<file path="src/rtl/sensor_frame_uart_tx.sv">
// sensor_frame_uart_tx: captures the 16-byte sensor image streamed by the RAM
// scanner and, once per frame period, sends the latest complete image as a
// 19-byte UART 8N1 packet (0x55, 0xAA, 16 payload bytes, 8-bit checksum).
module sensor_frame_uart_tx #(
  parameter int unsigned CLK_DIV      = 868,
  parameter int unsigned FRAME_PERIOD = 1_000_000
) (
  input  logic       clk,
  input  logic       rst,
  input  logic [7:0] ram_addr,
  input  logic [7:0] ram_data,
  input  logic       ram_wen,
  output logic       tx,
  output logic       busy,
  output logic [7:0] frame_cnt
);

  localparam int unsigned BW = (CLK_DIV > 1) ? $clog2(CLK_DIV) : 1;
  localparam int unsigned TW = (FRAME_PERIOD > 1) ? $clog2(FRAME_PERIOD) : 1;
  localparam logic [BW-1:0] BAUD_LAST = BW'(CLK_DIV - 1);
  localparam logic [TW-1:0] TICK_LAST = TW'(FRAME_PERIOD - 1);

  localparam logic [1:0] S_IDLE  = 2'd0;
  localparam logic [1:0] S_START = 2'd1;
  localparam logic [1:0] S_DATA  = 2'd2;
  localparam logic [1:0] S_STOP  = 2'd3;

  localparam logic [4:0] BI_LAST   = 5'd18;
  localparam logic [7:0] HDR_BYTE0 = 8'h55;
  localparam logic [7:0] HDR_BYTE1 = 8'hAA;

  // Capture state
  logic [3:0]       exp_q, exp_d;
  logic [15:0][7:0] cap_q, cap_d;
  logic [15:0][7:0] snap_q, snap_d;
  logic             snap_valid_q, snap_valid_d;

  // Frame-rate tick
  logic [TW-1:0]    tick_cnt_q, tick_cnt_d;
  logic             tick;

  // Transmitter state
  logic [1:0]       state_q, state_d;
  logic [BW-1:0]    baud_cnt_q, baud_cnt_d;
  logic [2:0]       bit_cnt_q, bit_cnt_d;
  logic [4:0]       bi_q, bi_d;
  logic [7:0]       sum_q, sum_d;
  logic [15:0][7:0] txbuf_q, txbuf_d;
  logic [7:0]       shreg_q, shreg_d;
  logic             tx_q, tx_d;
  logic             busy_q, busy_d;
  logic [7:0]       frame_cnt_q, frame_cnt_d;

  logic             addr_hit;
  logic             baud_end;
  logic             is_payload;
  logic [3:0]       pidx;
  logic [7:0]       cur_byte;

  // Sequence-checked capture; the snapshot copy includes the byte being written at index 15
  always_comb begin
    exp_d        = exp_q;
    cap_d        = cap_q;
    snap_d       = snap_q;
    snap_valid_d = snap_valid_q;
    addr_hit     = ram_wen && (ram_addr == {4'h0, exp_q});
    if (addr_hit) begin
      cap_d[exp_q] = ram_data;
      if (exp_q == 4'hF) begin
        exp_d        = '0;
        snap_d       = cap_q;
        snap_d[15]   = ram_data;
        snap_valid_d = 1'b1;
      end else begin
        exp_d = exp_q + 4'd1;
      end
    end else if (ram_wen && (ram_addr == 8'h00)) begin
      cap_d[0] = ram_data;
      exp_d    = 4'd1;
    end else if (ram_wen) begin
      exp_d = '0;
    end
  end

  // Capture registers
  always_ff @(posedge clk) begin
    if (rst) begin
      exp_q        <= '0;
      cap_q        <= '0;
      snap_q       <= '0;
      snap_valid_q <= 1'b0;
    end else begin
      exp_q        <= exp_d;
      cap_q        <= cap_d;
      snap_q       <= snap_d;
      snap_valid_q <= snap_valid_d;
    end
  end

  // Free-running frame-rate counter; tick marks the wrap cycle
  always_comb begin
    tick       = (tick_cnt_q == TICK_LAST);
    tick_cnt_d = tick ? '0 : tick_cnt_q + TW'(1);
  end

  // Byte selection for the current frame position
  always_comb begin
    pidx       = bi_q[3:0] - 4'd2;
    is_payload = (bi_q >= 5'd2) && (bi_q <= 5'd17);
    case (bi_q)
      5'd0:    cur_byte = HDR_BYTE0;
      5'd1:    cur_byte = HDR_BYTE1;
      BI_LAST: cur_byte = sum_q;
      default: cur_byte = txbuf_q[pidx];
    endcase
  end

  // UART framing FSM; tx/busy are computed one cycle ahead so the outputs are registered
  always_comb begin
    state_d     = state_q;
    baud_cnt_d  = baud_cnt_q;
    bit_cnt_d   = bit_cnt_q;
    bi_d        = bi_q;
    sum_d       = sum_q;
    txbuf_d     = txbuf_q;
    shreg_d     = shreg_q;
    tx_d        = tx_q;
    busy_d      = busy_q;
    frame_cnt_d = frame_cnt_q;
    baud_end    = (baud_cnt_q == BAUD_LAST);

    if (state_q != S_IDLE) begin
      baud_cnt_d = baud_end ? '0 : baud_cnt_q + BW'(1);
    end

    case (state_q)
      S_IDLE: begin
        if (tick && snap_valid_q) begin
          state_d    = S_START;
          txbuf_d    = snap_q;
          bi_d       = '0;
          sum_d      = '0;
          baud_cnt_d = '0;
          tx_d       = 1'b0;
          busy_d     = 1'b1;
        end
      end
      S_START: begin
        if (baud_end) begin
          state_d   = S_DATA;
          shreg_d   = cur_byte;
          tx_d      = cur_byte[0];
          bit_cnt_d = '0;
          if (is_payload) begin
            sum_d = sum_q + cur_byte;
          end
        end
      end
      S_DATA: begin
        if (baud_end) begin
          if (bit_cnt_q == 3'd7) begin
            state_d = S_STOP;
            tx_d    = 1'b1;
          end else begin
            bit_cnt_d = bit_cnt_q + 3'd1;
            shreg_d   = {1'b0, shreg_q[7:1]};
            tx_d      = shreg_q[1];
          end
        end
      end
      S_STOP: begin
        if (baud_end) begin
          if (bi_q == BI_LAST) begin
            state_d     = S_IDLE;
            busy_d      = 1'b0;
            frame_cnt_d = frame_cnt_q + 8'd1;
          end else begin
            bi_d    = bi_q + 5'd1;
            state_d = S_START;
            tx_d    = 1'b0;
          end
        end
      end
      default: begin
        state_d = S_IDLE;
      end
    endcase
  end

  // Tick counter and transmitter registers
  always_ff @(posedge clk) begin
    if (rst) begin
      tick_cnt_q  <= '0;
      state_q     <= S_IDLE;
      baud_cnt_q  <= '0;
      bit_cnt_q   <= '0;
      bi_q        <= '0;
      sum_q       <= '0;
      txbuf_q     <= '0;
      shreg_q     <= '0;
      tx_q        <= 1'b1;
      busy_q      <= 1'b0;
      frame_cnt_q <= '0;
    end else begin
      tick_cnt_q  <= tick_cnt_d;
      state_q     <= state_d;
      baud_cnt_q  <= baud_cnt_d;
      bit_cnt_q   <= bit_cnt_d;
      bi_q        <= bi_d;
      sum_q       <= sum_d;
      txbuf_q     <= txbuf_d;
      shreg_q     <= shreg_d;
      tx_q        <= tx_d;
      busy_q      <= busy_d;
      frame_cnt_q <= frame_cnt_d;
    end
  end

  assign tx        = tx_q;
  assign busy      = busy_q;
  assign frame_cnt = frame_cnt_q;

endmodule

</file>
<file path="config.mk">
export PLATFORM = sky130hd
export DESIGN_NAME = sensor_frame_uart_tx
export DESIGN_NICKNAME = d
export VERILOG_FILES = /design/src/rtl/sensor_frame_uart_tx.sv
export SDC_FILE = /design/constraint.sdc
export NUM_CORES = 1
export LEC_CHECK = 0
export BUFFER_PORTS_ARGS = -buffer_cell sky130_fd_sc_hd__buf_2
export CAP_MARGIN = 40
export CORE_ASPECT_RATIO = 0.5
export CORE_MARGIN = 2
export CORE_UTILIZATION = 45
export DETAILED_ROUTE_END_ITERATION = 10
export SYNTH_ARGS = -nofsm -noshare
export SYNTH_HDL_FRONTEND = slang
export SYNTH_SLANG_ARGS = --single-unit
</file>
<file path="constraint.sdc">
create_clock -name clk -period 5.5 [get_ports clk]
set_input_delay 1.1 -clock clk [delete_from_list [all_inputs] [get_ports clk]]
set_output_delay 1.1 -clock clk [all_outputs]
set_load 0.03 [all_outputs]
</file>
* Yosys cells after proc, flatten, opt, wreduce, memory -nomap -nowiden
Index checks and enable logic that the tools add are counted.
** Operators by class
- Order comparisons :: 5
- Equality and inequality tests :: 19
- Reduce and logical (&&, ||, !) cells :: 24
- Muxes and demuxes :: 50
- $add $sub $neg :: 8
** Operators by type and width (number)
- $bwmux W128 :: 1
- $mux W8 :: 10
- $mux W10 :: 4
- $bmux W8 S4 :: 1
- $demux W8 S4 :: 1
- $pmux W8 S2 :: 2
- $pmux W8 S3 :: 1
- $add A20 B1 Y20 const B :: 1
- $eq A20 B20 Y1 const B :: 1
- $ne A2 B2 Y1 const B :: 9
- $mux W4 :: 4
- $reduce_and A4 Y1 :: 4
- $mux W5 :: 3
- $add A10 B1 Y10 const B :: 1
- $eq A10 B10 Y1 const B :: 1
- $lt A4 B5 Y1 const B :: 2
- $mux W1 :: 10
- $mux W2 :: 5
- $pmux W5 S2 :: 1
- $reduce_and A5 Y1 :: 2
- $reduce_bool A2 Y1 :: 5
- $mux W3 :: 3
- $add A8 B1 Y8 const B :: 1
- $add A8 B8 Y8 :: 1
- 26 further kinds :: 32
** Word-level totals
- Bits of input ports :: 19
- Output and inout bits :: 10
- Register bits :: 455
- Logic and storage cells :: 166

* Logic depth before layout (Yosys ltp)
Gate-level depths: netlist (run 1).
- Depth after elaboration :: 8
- Gate-level depth with buffers :: 18
- Mapped depth without buffers :: 14

* Worst setup path after synthesis (run 1)
Ideal clock, no wire load.
- Path type :: reg2reg
- Start :: register bi_q[1]
- End :: register sum_q[7]
- Stages on the path, launching flop included :: 17
- Path slack :: 1.139 ns
- Path buffers :: 4
- Clock period less this slack :: 4.361 ns
- Data arrival time :: 4.296 ns
- Required time :: 5.435 ns
- Setup time :: 0.065 ns
- Cells stage by stage :: dfxtp_1 -> buf_2 -> buf_2 -> inv_1 -> ha_1 -> buf_6 -> buf_8 -> mux4_1 -> mux4_2 -> a221o_1 -> ha_1 -> nand3_1 -> o2111ai_1 -> nand2_1 -> or4_1 -> mux2i_1 -> nand4b_1
** On the way
- Cells in the longest elaborated chain, start to end :: 8
- Elaborated cells on any way between the ends :: 16
- Those cells by class :: add/sub: 2; order compare: 2; eq/ne: 3; mux: 6; reduce/logical: 3
** RTL lines
- start, declared :: line 46 : logic [4:0] bi_q, bi_d;
- start signal, assigned :: line 209 : bi_q <= bi_d;
- $sub A4 B2 Y4 :: line 108 : pidx = bi_q[3:0] - 4'd2;
- $bmux W8 S4 :: line 114 : default: cur_byte = txbuf_q[pidx];
- $mux W8 (not written as such) :: line 114
- $pmux W8 S3 :: line 110 : case (bi_q)
- $add A8 B8 Y8 :: line 155 : sum_d = sum_q + cur_byte;
- $mux W8 :: line 154 : if (is_payload) begin
- $mux W8 :: line 149 : if (baud_end) begin
- $pmux W8 S2 :: line 136 : case (state_q)
- end signal, assigned :: line 210 : sum_q <= sum_d;
- end, declared :: line 47 : logic [7:0] sum_q, sum_d;
Several ways; a longest one is shown, not always the timed one. The select of a mux whose other input is x is not followed.
A chain may end at the register's enable or synchronous reset.

* Worst setup path in the final report (run 1)
- Start :: register bi_q[2]
- End :: register sum_q[6]
The elaborated chain is that of the path after synthesis.

==> impl_results.md, run 1 <==
* Status: finished clean
* All-Layer GR Usage at 0.2227
* Clock latency on the worst-skew pair at approximately 0.56 ns
* Die ar. at about 42,000 um^2
* Pwr dens at between 300 and 400 nW/um^2
* Antenna violations before repair at 1
* Mapped cell area at between 15,000 and 20,000 um^2
* Dpl ws at between 0.8 and 0.9 ns
* WP data required at 5.96 ns
* Worst Setup SP: bi_q[2]$_SDFFE_PP0P_
* 1st-pass router iterations at 5
* Site Rows at 51
* Root buf cell: clkbuf_16
* WP data arrival at a little over 5 ns
* Detailed Route Iter0 Violations at 1,126
* Pwr Total at between 6000 and 7000 uW
* P_leak at between 0.006 and 0.007 uW
* Worst r2r path cells at 12
* Hold Buf Count CTS at 0
* ANT nets after route at 0
* Clock tree from TritonCTS: yes
* Wire per inst at 17.49 um
* Worst Skew at 0.02025 ns
* Dpl cell area at 18,410 um^2
* Final worst path period need at 4.626 ns
* R2R Path End: sum_q[6]$_SDFFE_PP0P_
* Max_slew headroom at 0.4022
* Gr ovfl total at 0
* Unrepaired setup endpoints after global routing: false
* Worst Setup EP: sum_q[6]$_SDFFE_PP0P_
* R2R Setup Slk at a little under 0.9 ns
* Vias in the first global route at between 10,000 and 15,000
* Yosys warns at 0
* Pin count of the biggest net entering global routing at 140
* Fmax at approximately 220 MHz
* Final Setup Violations at 0
* Global-route wire length before repair at 74.10 mm
* Register area share after synthesis at 0.4969
* DR DRC count at 0
* Worst Setup Path Type: register to register
* Final Max Slew Viols at 0
* N_diodes at 0
* Vias at 14,570
* Detailed Place HPWL at approximately 30 mm
* GP Congestion at about 0.81
* H-tree depth at 2
* Post-route cell area at ~20,000 um^2
* Synth cell types at 60
* Post-Route WL at 47.13 mm
* Setup TNS Final at 0 ns
* Fin cells at about 2,700
* #FFs+latches synth at approximately 450
* Fill count at roughly 3,800
* Worst slew pin tran at approximately 0.9 ns
* Synth-to-layout area growth at 10.42%
* Die Span X at approximately 290 um
* Setup ws final at about 0.87 ns
* Startpoint Class: register
* Syn_nets at 2,258
* Predominant post-synthesis flop cell: dfxtp_1
* Syn Area/Cell at just over 8 um^2
* Final hold vios at 0
* Peak supply drop at between 150 and 200 uV
* Critical path capture point type: register
* Peak fanout along the critical path at 20
* Vias/cell at 5.406
* IO Count at 29
* Worst r2r src: bi_q[2]$_SDFFE_PP0P_
* Clock sink count at roughly 450
* Hold WC Path Type: register to register
* I/O Buffers at 28
* PostCTS Resize Cnt at 0
* Max-cap violation count at 0
* Chip Height at approximately 150 um
* Number of synthesized flops with an enable pin at 0
* Initial Util at 0.4594
* Total CTS buffers at 40
* CORE AREA at just under 40,000 um^2
* Async SR Flop Fraction at 0
* Final worst path period share at 0.8410
* Maximum root-to-sink buffer count at 3
* Dpl cells at 2,624
* Post-CTS setup buffer count at 0
* Cells after Synth at ~2,200
* Layout cells sized above 1 at 0.07252
* Layout net count at approximately 2,200
* Clk slew on worst S/H paths at approximately 0.070 ns
## state kept, by name, indices dropped and copies added (netlist names)
name          cells
snap_q          128
txbuf_q         128
cap_q           120
tick_cnt_q       20
baud_cnt_q       10
frame_cnt         8
sum_q             8
shreg_q           7
bi_q              5
exp_q             4
bit_cnt_q         3
state_q           2
busy              1
snap_valid_q      1
tx                1
## logic make-up after synthesis
group,count (synthesis),share of synthesized area
simple gates,995,0.2271
compound gates,468,0.1401
flops,446,0.4969
buf+inv,188,0.04094
mux,51,0.05759
xor+xnor,35,0.01748
fa+ha+maj,28,0.01991
## final cells by class
cell class	instances	area, um^2	area share
well taps	530	663.1	0.03342
inverters	21	78.83	0.003973
flip-flops and latches	446	8930	0.4501
multi-input cells	1577	8342	0.4204
clock inverters	11	195.2	0.009838
repair buffers	50	392.9	0.01980
clock buffers	60	1239	0.06243
## stage by stage
step	util	hold WS, ns
6_report	0.5072	0.4467
3_5_place_dp	0.4706	0.4420
2_1_floorplan	-	0.4267
3_3_place_gp	0.4690	0.4342
4_1_cts	0.5072	0.4510
5_1_grt	0.5072	0.4629
## worst min path at each step
stage,start,to,slack [ns],depth (start not counted)
5_1_grt,cap_q[82]$_SDFFE_PP0P_,snap_q[82]$_SDFFE_PP0P_,0.46,2
6_report,shreg_q[6]$_SDFFE_PP0P_,shreg_q[6]$_SDFFE_PP0P_,0.45,2
2_1_floorplan,shreg_q[7]$_SDFFE_PP0P_,shreg_q[7]$_SDFFE_PP0P_,0.43,2
4_1_cts,snap_q[22]$_SDFFE_PP0P_,txbuf_q[22]$_SDFFE_PP0P_,0.45,2
3_3_place_gp,shreg_q[5]$_SDFFE_PP0P_,shreg_q[5]$_SDFFE_PP0P_,0.43,2
3_5_place_dp,shreg_q[6]$_SDFFE_PP0P_,shreg_q[6]$_SDFFE_PP0P_,0.44,2
## layer usage
| layer | global-route usage | vias to the layer above | part of all wire |
|---|---|---|---|
| met5 | 0 | - | 0 |
| met4 | 0.04476 | 0 | 0.013 |
| met3 | 0.03711 | 46 | 0.054 |
| met2 | 0.3360 | 323 | 0.44 |
| met1 | 0.3334 | 6993 | 0.49 |
| li1 | - | 7207 | - |
## cells in the mapped netlist, drive strengths merged, types with 4 or more instances
| library cell | n | area, um^2 |
|---|---|---|
| nand2 | 776 | 2913 |
| dfxtp | 446 | 8929 |
| a21oi | 408 | 2042 |
| clkbuf | 140 | 525.5 |
| nor2 | 78 | 292.8 |
| mux4 | 38 | 904.6 |
| nand3 | 33 | 165.2 |
| buf | 27 | 131.4 |
| ha | 27 | 337.8 |
| and3 | 26 | 162.7 |
| inv | 21 | 78.83 |
| xnor2 | 18 | 157.7 |
| xor2 | 17 | 156.4 |
| nor3 | 14 | 70.07 |
| mux2i | 13 | 130.1 |
| nand2b | 12 | 75.07 |
| nand4 | 9 | 56.30 |
| o211ai | 9 | 72.57 |
| o21ai | 8 | 40.04 |
| a22oi | 7 | 52.55 |
| nor2b | 7 | 43.79 |
| a21o | 6 | 45.04 |
| nor4 | 6 | 43.79 |
| nand3b | 5 | 37.54 |
| nor3b | 5 | 37.54 |
| and2 | 4 | 25.02 |
| or2 | 4 | 25.02 |
| or3 | 4 | 25.02 |
## cells in the final DEF, fill, tap and decap left out, types with 14 or more instances in the layout
cell       instances
and3_1            24
mux4_2            25
inv_1             21
nor3_1            14
buf_4             16
clkbuf_16         42
dfxtp_1          445
xnor2_1           18
nor2_1            78
nand3_1           31
a21oi_1          408
nand2_1          776
ha_1              26
buf_2             27
xor2_1            16
## worst max-delay path, stage by stage (launching register included)
cell and delay (ns):
dfxtp_1 0.51, inv_1 0.14, ha_2 0.77, mux4_1 0.64, mux4_2 0.51, a221o_1 0.40, ha_1 0.36, nor2b_1 0.15
o21ai_0 0.10, a21boi_0 0.24, o21ai_0 0.14, a2111o_1 0.42, a31oi_1 0.15
## power breakdown
| part | leakage (uW) | switching (uW) | internal (uW) | total (uW) |
|---|---|---|---|---|
| Sequential | 0.00359 | 10.3 | 3240 | 3250 |
| Clock | 0.000709 | 1260 | 1800 | 3050 |
| Combinational | 0.00221 | 194 | 72.9 | 267 |
| Total | 0.00651 | 1460 | 5110 | 6570 |
No activity file was read; power rests on OpenSTA's default activity.
==> run 2: changes to the inputs <==
==> constraint.sdc (replaced) <==
create_clock -name clk -period 3.75 [get_ports clk]
set_input_delay 0.75 -clock clk [delete_from_list [all_inputs] [get_ports clk]]
set_output_delay 0.75 -clock clk [all_outputs]
set_load 0.03 [all_outputs]
==> impl_results.md, run 2 (synthesis gave the netlist of run 1 again) <==
* Synth-to-layout area growth at 12.76%
* I/O Buffers at 28
* N_diodes at 0
* GRT met2 Usage at 0.3378
* Most frequent cells in the layout: nand2_1, dfxtp_1, a21oi_1
* Total CTS buffers at just over 40
* Clock latency on the worst-skew pair at 0.57 ns
* Gr ovfl total at 0
* 1st-pass router iterations at 5
* GR Layer Usage met1 at 0.3540
* Final Setup Violations at 1
* Worst slew pin tran at around 0.84 ns
* Status: finished with violations
* GP Congestion at ~0.85
* Detailed Route Iter0 Violations at between 1,000 and 1,500
* CORE AREA at 39,120 um^2
* Register share of total power at 0.497
* Vias at about 15,000
* Vias in the first global route at around 13,000
* Initial Util at 0.4594
* Layout Utilization at 0.5180
* ANT nets after route at 0
* Clock sink count at around 450
* Unrepaired setup endpoints after global routing: true
* Final Max Slew Viols at 0
* Die Span X at between 200 and 300 um
* Pint at ~7400 uW
* Worst r2r path cells at 16
* Worst r2r src: bi_q[1]$_SDFFE_PP0P_
* Root buf cell: clkbuf_16
* WP data arrival at approximately 4.3 ns
* Worst Skew at around 0.027 ns
* Hold WC Path Type: register to register
* Clk slew on worst S/H paths at 0.07 ns
* Antenna violations before repair at 1
* Detailed Place HPWL at a little over 30 mm
* Sw Share at 0.2274
* Hold wc startpoint: cap_q[3]$_SDFFE_PP0P_
* WHS Path Cells at 2
* Comb pwr share at 0.042
* Critical path capture point type: register
* Maximum root-to-sink buffer count at 3
* Layout net count at 2,217
* Fmax at 265.1 MHz
* Biggest regs: snap_q: 128 flops, txbuf_q: 128 flops, cap_q: 120 flops
* Post-Route WL at 48.98 mm
* Met3 usage at 0.04292
* Die ar. at 41,640 um^2
* Max_slew headroom at 0.4414
* Max-cap violation count at 0
* Vias/cell at around 5.4
* Setup TNS Final at -0.02233 ns
* Final worst path period need at between 3 and 4 ns
* Psw at approximately 2200 uW
* Pin count of the biggest net entering global routing at 172
* Final hold slack at roughly 0.45 ns
* Global-route wire length before repair at 76.45 mm
* P_leak at roughly 0.0066 uW
* WP data required at about 4.2 ns
* Peak supply drop at ~290 uV
* Final hold vios at 0
* Worst Setup Path Type: register to register
* Site Rows at just over 50
* Clock share of power at 0.461
* Layout cells sized above 1 at 0.09868
* Startpoint Class: register
* Peak fanout along the critical path at 6
* Post-route cell area at ~20,000 um^2
* Chip Height at ~150 um
* Busiest layer in global routing: met1
* Pwr dens at roughly 470 nW/um^2
* H-tree depth at 2
* DR DRC count at 0
* Wire per inst at roughly 18 um
* Final worst path period share at 1.006
* Worst Setup SP: bi_q[1]$_SDFFE_PP0P_
* Dpl cell area at approximately 19,000 um^2
* Violated checks: negative setup slack
* Clock tree from TritonCTS: yes
* Setup ws final at -0.02233 ns
* All-Layer GR Usage at 0.2322
* IO Count at 29
* Most common cell after layout, fill and taps aside: nand2_1
-- run 2: final cells by class --
type	count	area, um^2
fill	3755	18850
timing repair buffer	83	765.7
inverter	21	86.33
tap	530	663.1
multi-input combinational	1577	8416
clock inverter	16	211.5
sequential	446	8935
clock buffer	56	1185
-- run 2: critical path, cell delays in order, from the launching register on --
cell and delay (ns):
dfxtp_4 0.38, inv_8 0.03, ha_4 0.29, buf_12 0.14, buf_8 0.12, buf_6 0.09
mux4_2 0.49, mux4_2 0.54, nand2_2 0.09, o211ai_1 0.11, ha_1 0.32, a21oi_2 0.08
o2111ai_4 0.20, nand2_2 0.09, or4b_1 0.47, mux2i_1 0.14, nand4b_1 0.13
-- run 2: through the flow --
stage,std cells,worst slack [ns],power [uW]
final,2729,-0.02233,9599
after global routing,2729,-0.1731,9907
after CTS,2725,-0.03478,9673
after detailed placement,2644,-0.04980,5276
after global placement,2643,-0.01684,5267
after floorplan,2211,-0.1871,5143
-- run 2: power groups by stage --
stage	Combinational (uW)	Clock, uW	Sequential (uW)
2_1_floorplan	264	0	4880
3_3_place_gp	393	0	4870
3_5_place_dp	400	0	4880
4_1_cts	401	4510	4770
5_1_grt	440	4700	4770
6_report	402	4430	4770
-- run 2: worst paths after layout --
kind	end	slack (ns)
max	sum_q[7]$_SDFFE_PP0P_	-0.02
min	snap_q[3]$_SDFFE_PP0P_	0.45
max reg2reg	sum_q[7]$_SDFFE_PP0P_	-0.02
min reg2reg	snap_q[3]$_SDFFE_PP0P_	0.45
-- run 2: repair_timing --
item / in CTS / in global routing
pin swaps: 10 / 18
gates resized for setup: 11 / 15
setup endpoints to repair: 2 / 5
endpoints found under the hold margin: 0 / 0
hold buffers: 0 / 0
setup buffers: 9 / 4
-- run 2: per-layer routing --
| layer | vias up | routed length [um] |
|---|---|---|
| li1 | 7270 | - |
| met2 | 337 | 20990 |
| met1 | 7059 | 23980 |
| met5 | - | 23 |
| met4 | 2 | 843 |
| met3 | 61 | 3137 |
==> run 3: changes to the inputs <==
--- a/config.mk
+++ b/config.mk
@@ -5,6 +5,7 @@
 export SDC_FILE = /design/constraint.sdc
 export NUM_CORES = 1
 export LEC_CHECK = 0
+export ABC_AREA = 1
 export BUFFER_PORTS_ARGS = -buffer_cell sky130_fd_sc_hd__buf_2
 export CAP_MARGIN = 40
 export CORE_ASPECT_RATIO = 0.5
==> impl_results.md, run 3 <==
* Die Span X at slightly below 300 um
* Vias at 14,920
* Initial Util at 0.4594
* Most frequent cells in the layout: dfxtp_1, nor2_1, o21ai_0
* Yosys top cell area share at 0.4780
* Clock tree from TritonCTS: yes
* Pin count of the biggest net entering global routing at 120
* Number of synthesized flops with an enable pin at 0
* Final Max Slew Viols at 0
* Slowest CP cell: buf_4
* Hold Buf Count CTS at 0
* H-tree depth at 2
* Peak fanout along the critical path at between 40 and 50
* Wire per inst at between 15 and 20 um
* Total CTS buffers at between 40 and 50
* CP delay by family, top: adder cells
* WHS Path Cells at 2
* Post-CTS setup buffer count at 0
* Synth-to-layout area growth at 9.652%
* Max_slew headroom at 0.4038
* P_leak at about 0.0075 uW
* Detailed Route Iter0 Violations at around 1,100
* Max-cap violation count at 0
* Antenna violations before repair at 0
* Status: finished clean
* WP data arrival at 3.91 ns
* Clock latency on the worst-skew pair at approximately 0.55 ns
* Syn_nets at about 2,400
* Die ar. at approximately 43,000 um^2
* Worst path depth at 17
* N_diodes at 0
* Count leader, synth: dfxtp_1
* Critical Path, Cell by Cell: buf_4, ha_1, nand3_2, inv_2, nand2_1, nand2_1, inv_1, o21ai_1, ha_1, inv_1, fa_1, o21ai_0, a21oi_1, o21ai_0, xor2_1, nand2_1, a21oi_1
* Vias in the first global route at around 14,000
* Pwr dens at roughly 470 nW/um^2
* Most frequent cell on the critical path: nand2_1
* All-Layer GR Usage at 0.2199
* Final worst path period share at 0.9199
* Clk slew on worst S/H paths at around 0.070 ns
* 1st-pass router iterations at 5
* Final hold slack at around 0.45 ns
* Worst Skew at ~0.026 ns
* ANT nets after route at 0
* Syn Area/Cell at slightly below 8 um^2
* Async SR Flop Fraction at 0
* Critical path capture point type: register
* Global-route wire length before repair at about 76 mm
* Worst r2r path cells at 17
* Final worst path period need at between 3 and 4 ns
* Fill count at about 4,000
* Gr ovfl total at 0
* Chip Height at 148.1 um
* Yosys top cell by area: dfxtp_1
* Final Setup Violations at 0
* Final hold vios at 0
* Detailed Place HPWL at roughly 30 mm
* Synth cell types at 50
* Worst slew pin tran at a little under 0.9 ns
* CORE AREA at 40,660 um^2
* Worst Setup SP: bi_q[1]$_SDFFE_PP0P_
* Layout net count at roughly 2,400
* Most common cell after layout, fill and taps aside: dfxtp_1
* Vias/cell at 5.191
* Root buf cell: clkbuf_16
* Cells after Synth at ~2,400
* Maximum root-to-sink buffer count at 3
* Fmax at 289.9 MHz
* WP data required at 4.21 ns
* Setup TNS Final at 0 ns
* Site Rows at between 50 and 60
* Bufs and invs on worst path at 4
* Crit path largest cell delay at roughly 0.44 ns
* DR DRC count at 0
* IO Count at 29
* Post-Route WL at roughly 47 mm
* Peak supply drop at roughly 310 uV
* I/O Buffers at 28
* Worst Setup Path Type: register to register
* Biggest regs: snap_q: 128 flops, txbuf_q: 128 flops, cap_q: 120 flops
* PostCTS Resize Cnt at 0
* #FFs+latches synth at ~450
* Register area share after synthesis at 0.4780
* Startpoint Class: register
* Worst r2r src: bi_q[1]$_SDFFE_PP0P_
* Hold WC Path Type: register to register
* GP Congestion at just over 0.9
* Synth cell count leaders: dfxtp_1, nor2_1, o21ai_0
* Synth area leaders: dfxtp_1, o21ai_0, a21oi_1, nor2_1, inv_1
* Layout cells sized above 1 at 0.1050
* Predominant post-synthesis flop cell: dfxtp_1
* Unrepaired setup endpoints after global routing: false
* Mapped cell area at 18,680 um^2
* Yosys warns at 0
* Hold wc startpoint: txbuf_q[84]$_SDFFE_PP0P_
* Clock sink count at between 400 and 500
## run 3: cell count changes after synthesis, moves of 18 or more
cell	before	now
clkbuf_1	140	67
o21ai_0	8	336
nand2_1	776	184
nand3_1	33	83
buf_2	9	58
and3_1	26	2
nor2_1	78	338
buf_4	0	18
a211oi_2	0	80
a211oi_1	2	48
mux4_2	25	0
inv_1	21	267
a21oi_1	408	278
## run 3: cell families after synthesis
| logic type | Yosys count | synth area share |
|---|---|---|
| buf+inv | 431 | 0.09713 |
| compound gates | 773 | 0.2492 |
| xor+xnor | 9 | 0.004220 |
| flops | 446 | 0.4780 |
| fa+ha+maj | 28 | 0.01916 |
| simple gates | 670 | 0.1523 |
## run 3: path summary, 6_finish.rpt
kind	endpoint	slack (ns)
worst max-delay path	sum_q[6]$_SDFFE_PP0P_	0.30
worst min register to register	txbuf_q[84]$_SDFFE_PP0P_	0.45
worst max register to register	sum_q[6]$_SDFFE_PP0P_	0.30
worst min-delay path	txbuf_q[84]$_SDFFE_PP0P_	0.45
## run 3: layout make-up
cell class / instances / area (um^2) / share of cell area
multi-input combinational: 1480 / 7944 / 0.3878
clock inverter: 17 / 226.5 / 0.01106
inverter: 275 / 1042 / 0.05089
sequential: 446 / 8934 / 0.4362
clock buffer: 56 / 1194 / 0.05828
timing repair buffer: 59 / 466.7 / 0.02279
tap: 540 / 675.6 / 0.03299
## run 3: tightest hold or removal path, delay by kind of cell (launching register included)
family | cells | cell delay (ns)
AOI/OAI and AO/OA | 1 | 0.05
DFF | 1 | 0.30
buffers and inverters | 1 | 0.06
## run 3: where the power goes
group | internal [uW] | switching (uW) | total [uW]
logic | 112 | 332 | 444
clock network | 2580 | 1850 | 4430
registers | 4750 | 17.8 | 4770
total | 7450 | 2200 | 9650
## run 3: layer usage
layer,vias to the layer above,routed length (um),track usage
met3,38,2450,0.03840
li1,7729,-,-
met5,-,0,0
met1,6881,25150,0.3387
met2,267,19330,0.3231
met4,0,472,0.03634
## run 3: stage by stage
stage / util / power [uW] / worst slack (ns) / instances / instance area (um^2)
5_1_grt: 0.5037 / 9976 / 0.02851 / 2873 / 20480
4_1_cts: 0.5037 / 9717 / 0.3510 / 2873 / 20480
6_report: 0.5037 / 9647 / 0.3002 / 2873 / 20480
3_5_place_dp: 0.4688 / 5324 / 0.3832 / 2800 / 19060
3_3_place_gp: 0.4688 / 5327 / 0.4382 / 2800 / 19060
2_1_floorplan: - / 5178 / 0.3194 / 2357 / 18680
